`config.mk`:
```
export PLATFORM = sky130hd
export DESIGN_NAME = mfe_result_reader
export DESIGN_NICKNAME = d
export VERILOG_FILES = /design/src/rtl/mfe_pkg.sv /design/src/rtl/mfe_sync_fifo.sv /design/src/rtl/mfe_result_reader.sv
export SDC_FILE = /design/constraint.sdc
export NUM_CORES = 1
export LEC_CHECK = 0
export ABC_CLOCK_PERIOD_IN_PS = 3900
export CAP_MARGIN = 30
export CORE_MARGIN = 4
export CORE_UTILIZATION = 40
export DETAILED_ROUTE_END_ITERATION = 8
export PLACE_DENSITY = 0.68
export SLEW_MARGIN = 20
export SYNTH_ARGS = -nofsm -noshare
export SYNTH_HDL_FRONTEND = slang
export SYNTH_SLANG_ARGS = --single-unit
export TNS_END_PERCENT = 10
```
`constraint.sdc`:
```
create_clock -name clk -period 3.9 [get_ports clk]
set_input_delay 0.78 -clock clk [delete_from_list [all_inputs] [get_ports clk]]
set_output_delay 0.78 -clock clk [all_outputs]
set_load 0.02 [all_outputs]
```
`src/rtl/mfe_pkg.sv`:
```
// Shared types for the median-filter result read-back path: image geometry,
// the beat carried through the output buffer, and the reader FSM states.
package mfe_pkg;

  localparam int IMG_W  = 128;
  localparam int IMG_H  = 128;
  localparam int ADDR_W = 14;

  typedef logic [7:0] pixel_t;

  typedef struct packed {
    pixel_t     pix;
    logic [6:0] x;
    logic [6:0] y;
    logic       last;
  } px_beat_t;

  localparam int BEAT_W = $bits(px_beat_t);

  typedef enum logic [1:0] {RD_IDLE, RD_RUN, RD_DRAIN, RD_DONE} rd_state_t;

endpackage

```
`src/rtl/mfe_sync_fifo.sv`:
```
// Small synchronous FIFO with show-ahead head output.
// Only the pointers and count are reset; stale storage is never visible because empty gates it.
module mfe_sync_fifo #(
  parameter int WIDTH = 8,
  parameter int DEPTH = 4
) (
  input  logic                     clk,
  input  logic                     reset,
  input  logic                     push_i,
  input  logic [WIDTH-1:0]         wdata_i,
  input  logic                     pop_i,
  output logic [WIDTH-1:0]         rdata_o,
  output logic [$clog2(DEPTH):0]   count_o,
  output logic                     full_o,
  output logic                     empty_o
);

  localparam int AW = $clog2(DEPTH);

  logic [WIDTH-1:0] mem_q [DEPTH];
  logic [AW-1:0]    wr_ptr_q, rd_ptr_q;
  logic [AW:0]      count_q;
  logic             do_push, do_pop;

  assign empty_o = (count_q == '0);
  assign full_o  = (count_q == (AW+1)'(DEPTH));
  assign count_o = count_q;
  assign rdata_o = mem_q[rd_ptr_q];

  // A push into a full FIFO is legal when the head leaves in the same cycle.
  assign do_pop  = pop_i & ~empty_o;
  assign do_push = push_i & (~full_o | do_pop);

  always_ff @(posedge clk or negedge reset) begin
    if (!reset) begin
      wr_ptr_q <= '0;
      rd_ptr_q <= '0;
      count_q  <= '0;
    end else begin
      if (do_push) wr_ptr_q <= wr_ptr_q + AW'(1);
      if (do_pop)  rd_ptr_q <= rd_ptr_q + AW'(1);
      count_q <= count_q + (AW+1)'(do_push) - (AW+1)'(do_pop);
    end
  end

  always_ff @(posedge clk) begin
    if (do_push) mem_q[wr_ptr_q] <= wdata_i;
  end

endmodule

```
`src/rtl/mfe_result_reader.sv`:
```
// Raster-order read-back of the filter result memory onto a valid/ready pixel stream,
// with credit-based read issue so a stalled consumer never causes dropped data.
module mfe_result_reader
  import mfe_pkg::*;
#(
  parameter int W_LOG2     = 7,
  parameter int H_LOG2     = 7,
  parameter int FIFO_DEPTH = 4
) (
  input  logic              clk,
  input  logic              reset,
  input  logic              start,
  output logic              busy,
  output logic              done,
  output logic [ADDR_W-1:0] addr,
  output logic              ren,
  input  pixel_t            data_rd,
  output logic              out_valid,
  input  logic              out_ready,
  output pixel_t            out_data,
  output logic [W_LOG2-1:0] out_x,
  output logic [H_LOG2-1:0] out_y,
  output logic              out_last,
  output logic [15:0]       checksum
);

  localparam int CW = $clog2(FIFO_DEPTH) + 1;

  rd_state_t         state_q, state_d;
  logic [W_LOG2-1:0] x_q;
  logic [H_LOG2-1:0] y_q;
  logic              inflight_q;
  logic [W_LOG2-1:0] tag_x_q;
  logic [H_LOG2-1:0] tag_y_q;
  logic              tag_last_q;
  logic [15:0]       sum_q;

  logic [CW-1:0]     fifo_count;
  logic              fifo_full, fifo_empty;
  px_beat_t          push_beat, head;
  logic              last_addr, credit, pop;
  logic [CW:0]       occupancy;

  assign last_addr = (x_q == W_LOG2'(IMG_W - 1)) && (y_q == H_LOG2'(IMG_H - 1));

  // A read may only go out if a FIFO slot is already reserved for its data.
  assign occupancy = {1'b0, fifo_count} + (CW+1)'(inflight_q);
  assign credit    = !fifo_full && (occupancy < (CW+1)'(FIFO_DEPTH));

  always_comb begin
    state_d = state_q;
    ren     = 1'b0;
    busy    = 1'b0;
    done    = 1'b0;
    case (state_q)
      RD_IDLE: begin
        if (start) state_d = RD_RUN;
      end
      RD_RUN: begin
        busy = 1'b1;
        if (credit) begin
          ren = 1'b1;
          if (last_addr) state_d = RD_DRAIN;
        end
      end
      RD_DRAIN: begin
        busy = 1'b1;
        if (fifo_empty && !inflight_q) state_d = RD_DONE;
      end
      RD_DONE: begin
        busy    = 1'b1;
        done    = 1'b1;
        state_d = RD_IDLE;
      end
      default: state_d = RD_IDLE;
    endcase
  end

  assign pop = out_valid & out_ready;

  always_ff @(posedge clk or negedge reset) begin
    if (!reset) begin
      state_q    <= RD_IDLE;
      x_q        <= '0;
      y_q        <= '0;
      inflight_q <= 1'b0;
      tag_x_q    <= '0;
      tag_y_q    <= '0;
      tag_last_q <= 1'b0;
      sum_q      <= '0;
    end else begin
      state_q    <= state_d;
      inflight_q <= ren;
      if (state_q == RD_IDLE && start) begin
        x_q   <= '0;
        y_q   <= '0;
        sum_q <= '0;
      end else begin
        if (ren) begin
          tag_x_q    <= x_q;
          tag_y_q    <= y_q;
          tag_last_q <= last_addr;
          {y_q, x_q} <= {y_q, x_q} + (W_LOG2+H_LOG2)'(1);
        end
        if (pop) sum_q <= sum_q + 16'(out_data);
      end
    end
  end

  assign addr      = {y_q, x_q};
  assign push_beat = '{pix: data_rd, x: 7'(tag_x_q), y: 7'(tag_y_q), last: tag_last_q};

  mfe_sync_fifo #(
    .WIDTH(BEAT_W),
    .DEPTH(FIFO_DEPTH)
  ) u_fifo (
    .clk     (clk),
    .reset   (reset),
    .push_i  (inflight_q),
    .wdata_i (push_beat),
    .pop_i   (pop),
    .rdata_o (head),
    .count_o (fifo_count),
    .full_o  (fifo_full),
    .empty_o (fifo_empty)
  );

  assign out_valid = !fifo_empty;
  assign out_data  = out_valid ? head.pix : '0;
  assign out_x     = out_valid ? W_LOG2'(head.x) : '0;
  assign out_y     = out_valid ? H_LOG2'(head.y) : '0;
  assign out_last  = out_valid & head.last;
  assign checksum  = sum_q;

endmodule
```
Yosys cells after proc, flatten, opt, wreduce, memory -nomap -nowiden
Memories as Yosys holds them, arrays and structs flattened.
Cells that the tools add are included.
{ "word_totals": {"latch_bits": 0, "wordCells": 72, "mem_bits_ro": 0, "ramBits": 92, "n_memories": 1, "reg_bits": 55, "in_bits": 12} }
{ "op_classes": {"bitwise": 8, "div_mod_pow": 0, "n_eq_ne": 10, "shifts": 0, "n_reduce_logical": 14, "mul": 0, "order_cmp": 1, "mux": 20, "addsub": 7} }
{ "memory_table": {"columns": ["name", "depth", "word_bits", "rd", "rd_clocked_by_memory_dff", "write_ports", "line", "rtl"], "rows": [
  ["u_fifo.mem_q", 4, 23, 1, 0, 1, "mfe_sync_fifo.sv:20", "logic [WIDTH-1:0] mem_q [DEPTH];"]
]} }
{ "op_table": {"columns": ["op", "n"], "rows": [
  ["2-to-1 mux 7 bit", 6],
  ["2-to-1 mux 16 bit", 2],
  ["adder 16 x 8 -> 16 bit", 1],
  ["adder 14 x 1 -> 14 bit, second input constant", 1],
  ["equality test 7 bit, second input constant", 2],
  ["2-to-1 mux 2 bit", 4],
  ["2-to-1 mux 8 bit", 1],
  ["inequality test 2 bit, second input constant", 4],
  ["case mux 2 bit (4 select lines)", 1],
  ["2-to-1 mux 1 bit", 6],
  ["adder 2 x 1 -> 2 bit, second input constant", 2],
  ["adder 3 x 1 -> 4 bit", 1],
  ["bitwise AND 1 bit", 4],
  ["equality test 2 bit, second input constant", 2],
  ["logical AND 1 bit", 4],
  ["< comparator 4 x 3 -> 1 bit, second input constant", 1],
  ["AND reduction 4 bit", 1],
  ["nonzero test 2 bit", 2],
  ["adder 3 x 1 -> 3 bit", 1],
  ["equality test 3 bit, second input constant", 1],
  ["zero test 1 bit", 3],
  ["zero test 3 bit", 1],
  ["inverter 1 bit", 3],
  ["OR reduction 3 bit", 1],
  ["other kinds (5)", 5]
]} }

Depth between registers and ports, before layout
{ "logic_depth": {"depth_word": 8, "depth_mapped": 11} }

By module
Synthesis repeated with hierarchy kept, for this count alone.
{ "hier_totals": {"cells_unflattened": 419, "hier_area_um2": 6467.5} }
{ "by_module_without_submodules": {"columns": ["module", "area_per_inst_um2", "instances", "seq_area_each_um2", "cells_per_inst"], "rows": [
  ["mfe_sync_fifo", 3757.4, 1, 2937.8, 156],
  ["mfe_result_reader", 2710.1, 1, 1201.2, 263]
]} }

Worst setup path after synthesis
OpenSTA, ideal clock, no wires.
{ "synth_timing": {"path_type": "flip-flop to flip-flop", "startpoint": "register u_fifo.rd_ptr_q[0]", "endpoint": "register sum_q[10], in the netlist checksum[10]", "slack_ns": 0.774, "setup_time_ns": 0.132, "stages_incl_launch_ff": 12, "arrival_time_ns": 2.995, "required_ns": 3.768, "synth_period_minus_slack_ns": 3.126, "n_path_buf": 2, "cell_sequence": "dfrtp_1 buf_2 buf_2 mux4_2 and2_1 ha_1 fa_1 a211oi_1 o211ai_1 nand4_1 xor2_1 nor2_1"} }
{ "synth_between": {"elab_chain_cells": 5} }
{ "synth_rtl": {"columns": ["item", "line", "rtl"], "rows": [
  ["start: declaration", "mfe_sync_fifo.sv:21", "logic [AW-1:0] wr_ptr_q, rd_ptr_q;"],
  ["start signal: assignment", "mfe_sync_fifo.sv:41", "if (do_pop) rd_ptr_q <= rd_ptr_q + AW'(1);"],
  ["memory read (4 x 23 bit)", null, null],
  ["2-to-1 mux 8 bit", "mfe_result_reader.sv:129", "assign out_data = out_valid ? head.pix : '0;"],
  ["named net out_data[0]", "mfe_result_reader.sv:20", "output pixel_t out_data,"],
  ["adder 16 x 8 -> 16 bit", "mfe_result_reader.sv:105", "if (pop) sum_q <= sum_q + 16'(out_data);"],
  ["2-to-1 mux 16 bit", "mfe_result_reader.sv:105", null],
  ["2-to-1 mux 16 bit", "mfe_result_reader.sv:94", "if (state_q == RD_IDLE && start) begin"],
  ["end signal: assignment", "mfe_result_reader.sv:105", null],
  ["end: declaration", "mfe_result_reader.sv:36", "logic [15:0] sum_q;"]
]} }
The timed path passes the listed nets, and every way through them passes these cells. The select of a mux whose other input is x is not followed.
A chain may end at the register's enable or synchronous reset.

Final worst setup path
{ "layout_timing": {"startpoint": "register u_fifo.rd_ptr_q[0]", "endpoint": "output out_last"} }
{ "layout_between": {"elab_chain_cells": 2} }
{ "layout_rtl": {"columns": ["item", "line", "rtl"], "rows": [
  ["memory read (4 x 23 bit)", null, null],
  ["bitwise AND 1 bit", "mfe_result_reader.sv:132", "assign out_last = out_valid & head.last;"],
  ["end: declaration", "mfe_result_reader.sv:23", "output logic out_last,"]
]} }
Every way passes these cells.

==> out/qor.txt <==
STA
------------------------------------------------------------------------------------------
Setup TNS Final                                                                       0 ps
Worst-margin pin slew                                                             890.1 ps
Tcrit/Tclk final                                                                    0.8765
Worst slew margin relative to its limit                                             0.4066
Unrepaired setup endpoints after global routing                                      false
Finish-stage setup viols                                                                 0
Slew Limit Fails                                                                         0
Time the worst path needs with I/O delays and setup                                3418 ps
Worst hold slack                                                                  395.6 ps
Maximum frequency from static timing analysis                                   0.2925 GHz
Worst clock skew                                                                  7.199 ps
Count of endpoints failing hold in the final timing report                               0

RUN
------------------------------------------------------------------------------------------
Maximum capacitance violations                                                           0

GLOBAL ROUTE
------------------------------------------------------------------------------------------
Antenna violations before repair                                                         0
Vias in the first global route                                                       4,004
Global-route total usage across every layer                                         0.1558
Largest net degree at the start of global routing                                       30
Wire length of the first global-routing pass                                     21,960 µm
Gr ovfl total                                                                            0

SETUP PATH
------------------------------------------------------------------------------------------
CP arrival                                                                         2640 ps
Element type at the critical path end                                          output port
Cells along the critical path                                                 buf_4, buf_4, mux4_2, and2_1, clkdlybuf4s50_1
Most frequent CP cell                                                                buf_4
Worst-path cell with the longest stage delay                                        mux4_2
CP required                                                                        3120 ps
Largest incremental delay on the critical path                                      550 ps
Critical path fanouts, max                                                              15
Startpoint-to-endpoint class of the critical path                             register to output port
Type of element launching the critical path                                       register

YOSYS
------------------------------------------------------------------------------------------
Simple-gate share of the synthesized area                                          0.09979
Fraction of the mapped netlist area in compound gates                              0.05416
Asr flop ratio synth                                                                0.3741
Number of unique standard cell types used by synthesis                                  39
#FFs+latches synth                                                                     147
Warnings from Yosys                                                                      0
XOR/XNOR share of the synthesized area                                             0.02854
Main combinational cell family by area after synthesis                        multiplexers
Count of mapped cells out of synthesis                                                 438
Adder and majority gate portion of the synthesized area                            0.04698
Number of enable flip-flop cells after synthesis                                        92
Multiplexer area fraction after synthesis                                           0.1105
Post-synth design cell area                                                       6445 µm²
Syn avg cell area                                                                14.71 µm²
Synthesized netlist net count                                                          473
Share of the yosys chip area belonging to registers                                 0.6422
Leading register cell type out of synthesis                                       edfxtp_1

CLOCK NETWORK
------------------------------------------------------------------------------------------
Clock latency of the later-clocked register in the worst-skew pair                  400 ps
TritonCTS sink count                                                                   147
Post-CTS setup buffer count                                                              0
Clock edge transition at the registers on the reported setup and hold paths          60 ps
Number of levels in the clock H-tree                                                     4
TritonCTS clock tree                                                                   yes
CTS Hold Buffers Added                                                                   0
Post-cts sizing count                                                                    0
CTS root buf                                                                     clkbuf_16
CTS Buf Count                                                                           17
Number of buffers on the longest clock path                                              2

PLACE
------------------------------------------------------------------------------------------
Port Buffer Count                                                                       68
Placed wire-length estimate after detailed placement                               9063 µm
Routability congestion estimate                                                     0.8685
Placed Instances                                                                       718

CELLS AND AREA
------------------------------------------------------------------------------------------
Antenna diode count                                                                      0
Number of nets in the layout                                                           556
Fraction of final layout cells with drive strength greater than 1                   0.1404
Layout-stage area growth over the synthesis result                                  24.69%
Non-Filler Instances                                                                   750
Number of filler cells placed in the layout                                          1,309

FLOORPLAN
------------------------------------------------------------------------------------------
Ports                                                                                   69
Core Box Area                                                                   15,830 µm²
Cell row count                                                                          46
Floorplan die area                                                              18,210 µm²
Initial Util                                                                        0.4072
Die extent in y                                                                   134.9 µm
Die boundary width                                                                134.9 µm

DRT
------------------------------------------------------------------------------------------
WL met3                                                                             660 µm
Pre-Repair DR Iteration Count                                                            5
Highest routed layer                                                                  met4
Via count of the routed design                                                       3,854
Met2 layer wire length in the routed design                                        6690 µm
DRT iter0 DRCs                                                                         330
Remaining design rule violation count                                                    0
Via-to-Cell Ratio                                                                    5.139
Wire length per cell                                                              17.88 µm
Antenna-violating nets left                                                              0
Met1 WL                                                                            5969 µm
Final WL                                                                         13,410 µm

STATUS
------------------------------------------------------------------------------------------
Status                                                                        complete, no violations

POWER AND IR DROP
------------------------------------------------------------------------------------------
Static Leakage                                                                    3.107 nW
Pwr dens                                                                      835.6 nW/µm²
Worst voltage drop across the vdd grid                                            352.6 µV
PnR Total Power                                                                   6.715 mW

MIN PATH
------------------------------------------------------------------------------------------
Min-Delay Path Class                                                          input pin to async pin

[sequential cells by signal, summed over array words and instances, names as in the netlist]
name	count
y_q	7
inflight_q	1
u_fifo.count_o	3
tag_last_q	1
tag_y_q	7
x_q	7
u_fifo.mem_q	92
u_fifo.wr_ptr_q	2
checksum	16
state_q	2
tag_x_q	7
u_fifo.rd_ptr_q	2
[layout by cell type, fill, tap and decap left out, types with 5 or more instances in the layout]
| cell type | count |
|---|---|
| edfxtp_1 | 92 |
| clkdlybuf4s50_1 | 67 |
| dfrtp_1 | 55 |
| nand2_1 | 30 |
| and2_1 | 29 |
| mux4_2 | 23 |
| nor2_1 | 22 |
| a21oi_1 | 21 |
| ha_1 | 21 |
| clkbuf_16 | 17 |
| xor2_1 | 14 |
| inv_1 | 13 |
| nand4_1 | 12 |
| nand3_1 | 11 |
| buf_4 | 11 |
| mux2_1 | 10 |
| o21ai_0 | 8 |
| xnor2_1 | 7 |
| and3_1 | 5 |
| o31ai_1 | 5 |
| or4_1 | 5 |
| mux2_2 | 5 |
[where the power goes]
group          switching, mW  internal, mW  total (mW)
Clock                  0.637          1.02        1.66
Combinational           1.50          1.28        2.79
Sequential             0.258          2.02        2.27
Total                   2.40          4.32        6.72
[worst paths after layout]
kind	cells after the start	slack (ps)	end	startpoint
worst max-delay path	5	480	out_last	u_fifo.rd_ptr_q[0]
worst min-delay path	1	400	checksum[6]	reset
worst max register to register	9	580	checksum[12]	u_fifo.count_o[2]
worst min register to register	1	500	u_fifo.rd_ptr_q[0]	u_fifo.rd_ptr_q[0]
max in group asynchronous	2	2680	y_q[6]	reset
min in group clk	1	500	u_fifo.rd_ptr_q[0]	u_fifo.rd_ptr_q[0]
[layer usage]
layer,global-route usage,up-vias
met5,0,-
met1,0.2132,1951
li1,-,1818
met4,0.04367,0
met3,0.03539,5
met2,0.2526,80
[critical path, delay by kind of cell (launching register included)]
family	cells	cell delay [ps]
mux	1	550
flops	1	380
simple gates	1	180
buf+inv	3	1120
[kinds of logic (layout without fill, tap and decap cells)]
| kind of cell | count (synthesis) | after routing |
|---|---|---|
| AO/OA/AOI/OAI | 54 | 54 |
| multiplexers | 40 | 40 |
| AND/OR/NAND/NOR | 124 | 124 |
| flip-flops | 147 | 147 |
| adder cells (fa/ha/maj) | 23 | 23 |
| XOR/XNOR | 21 | 21 |
| buffers and inverters | 29 | 125 |
[Yosys cell counts, drive strengths merged, types with 13 or more instances]
master	count	area, µm²
xor2	14	122.6
nor2	22	82.58
mux2	16	183.9
mux4	23	518.0
and2	29	181.4
nand2	30	112.6
dfrtp	55	1376
nand4	13	87.58
inv	13	48.80
edfxtp	92	2763
ha	21	262.8
a21oi	21	105.1
[final cells by class]
class | instances | area [µm²] | share of cell area
clock buffers | 19 | 432.9 | 0.05387
clock inverters | 13 | 176.4 | 0.02195
inverters | 13 | 48.80 | 0.006072
multi-input cells | 262 | 2196 | 0.2732
flip-flops and latches | 147 | 4139 | 0.5150
well taps | 216 | 270.3 | 0.03363
repair buffers | 80 | 773.2 | 0.09622
[metrics by stage]
stage / setup WS, ps / cell area (µm²) / util
floorplan: 773.5 / 6445 / -
global placement: 591.6 / 7412 / 0.4683
detailed placement: 606.0 / 7427 / 0.4692
CTS: 403.2 / 8036 / 0.5077
global route: 327.1 / 8036 / 0.5077
finish: 481.8 / 8036 / 0.5077
No activity file was read; power rests on OpenSTA's default activity.
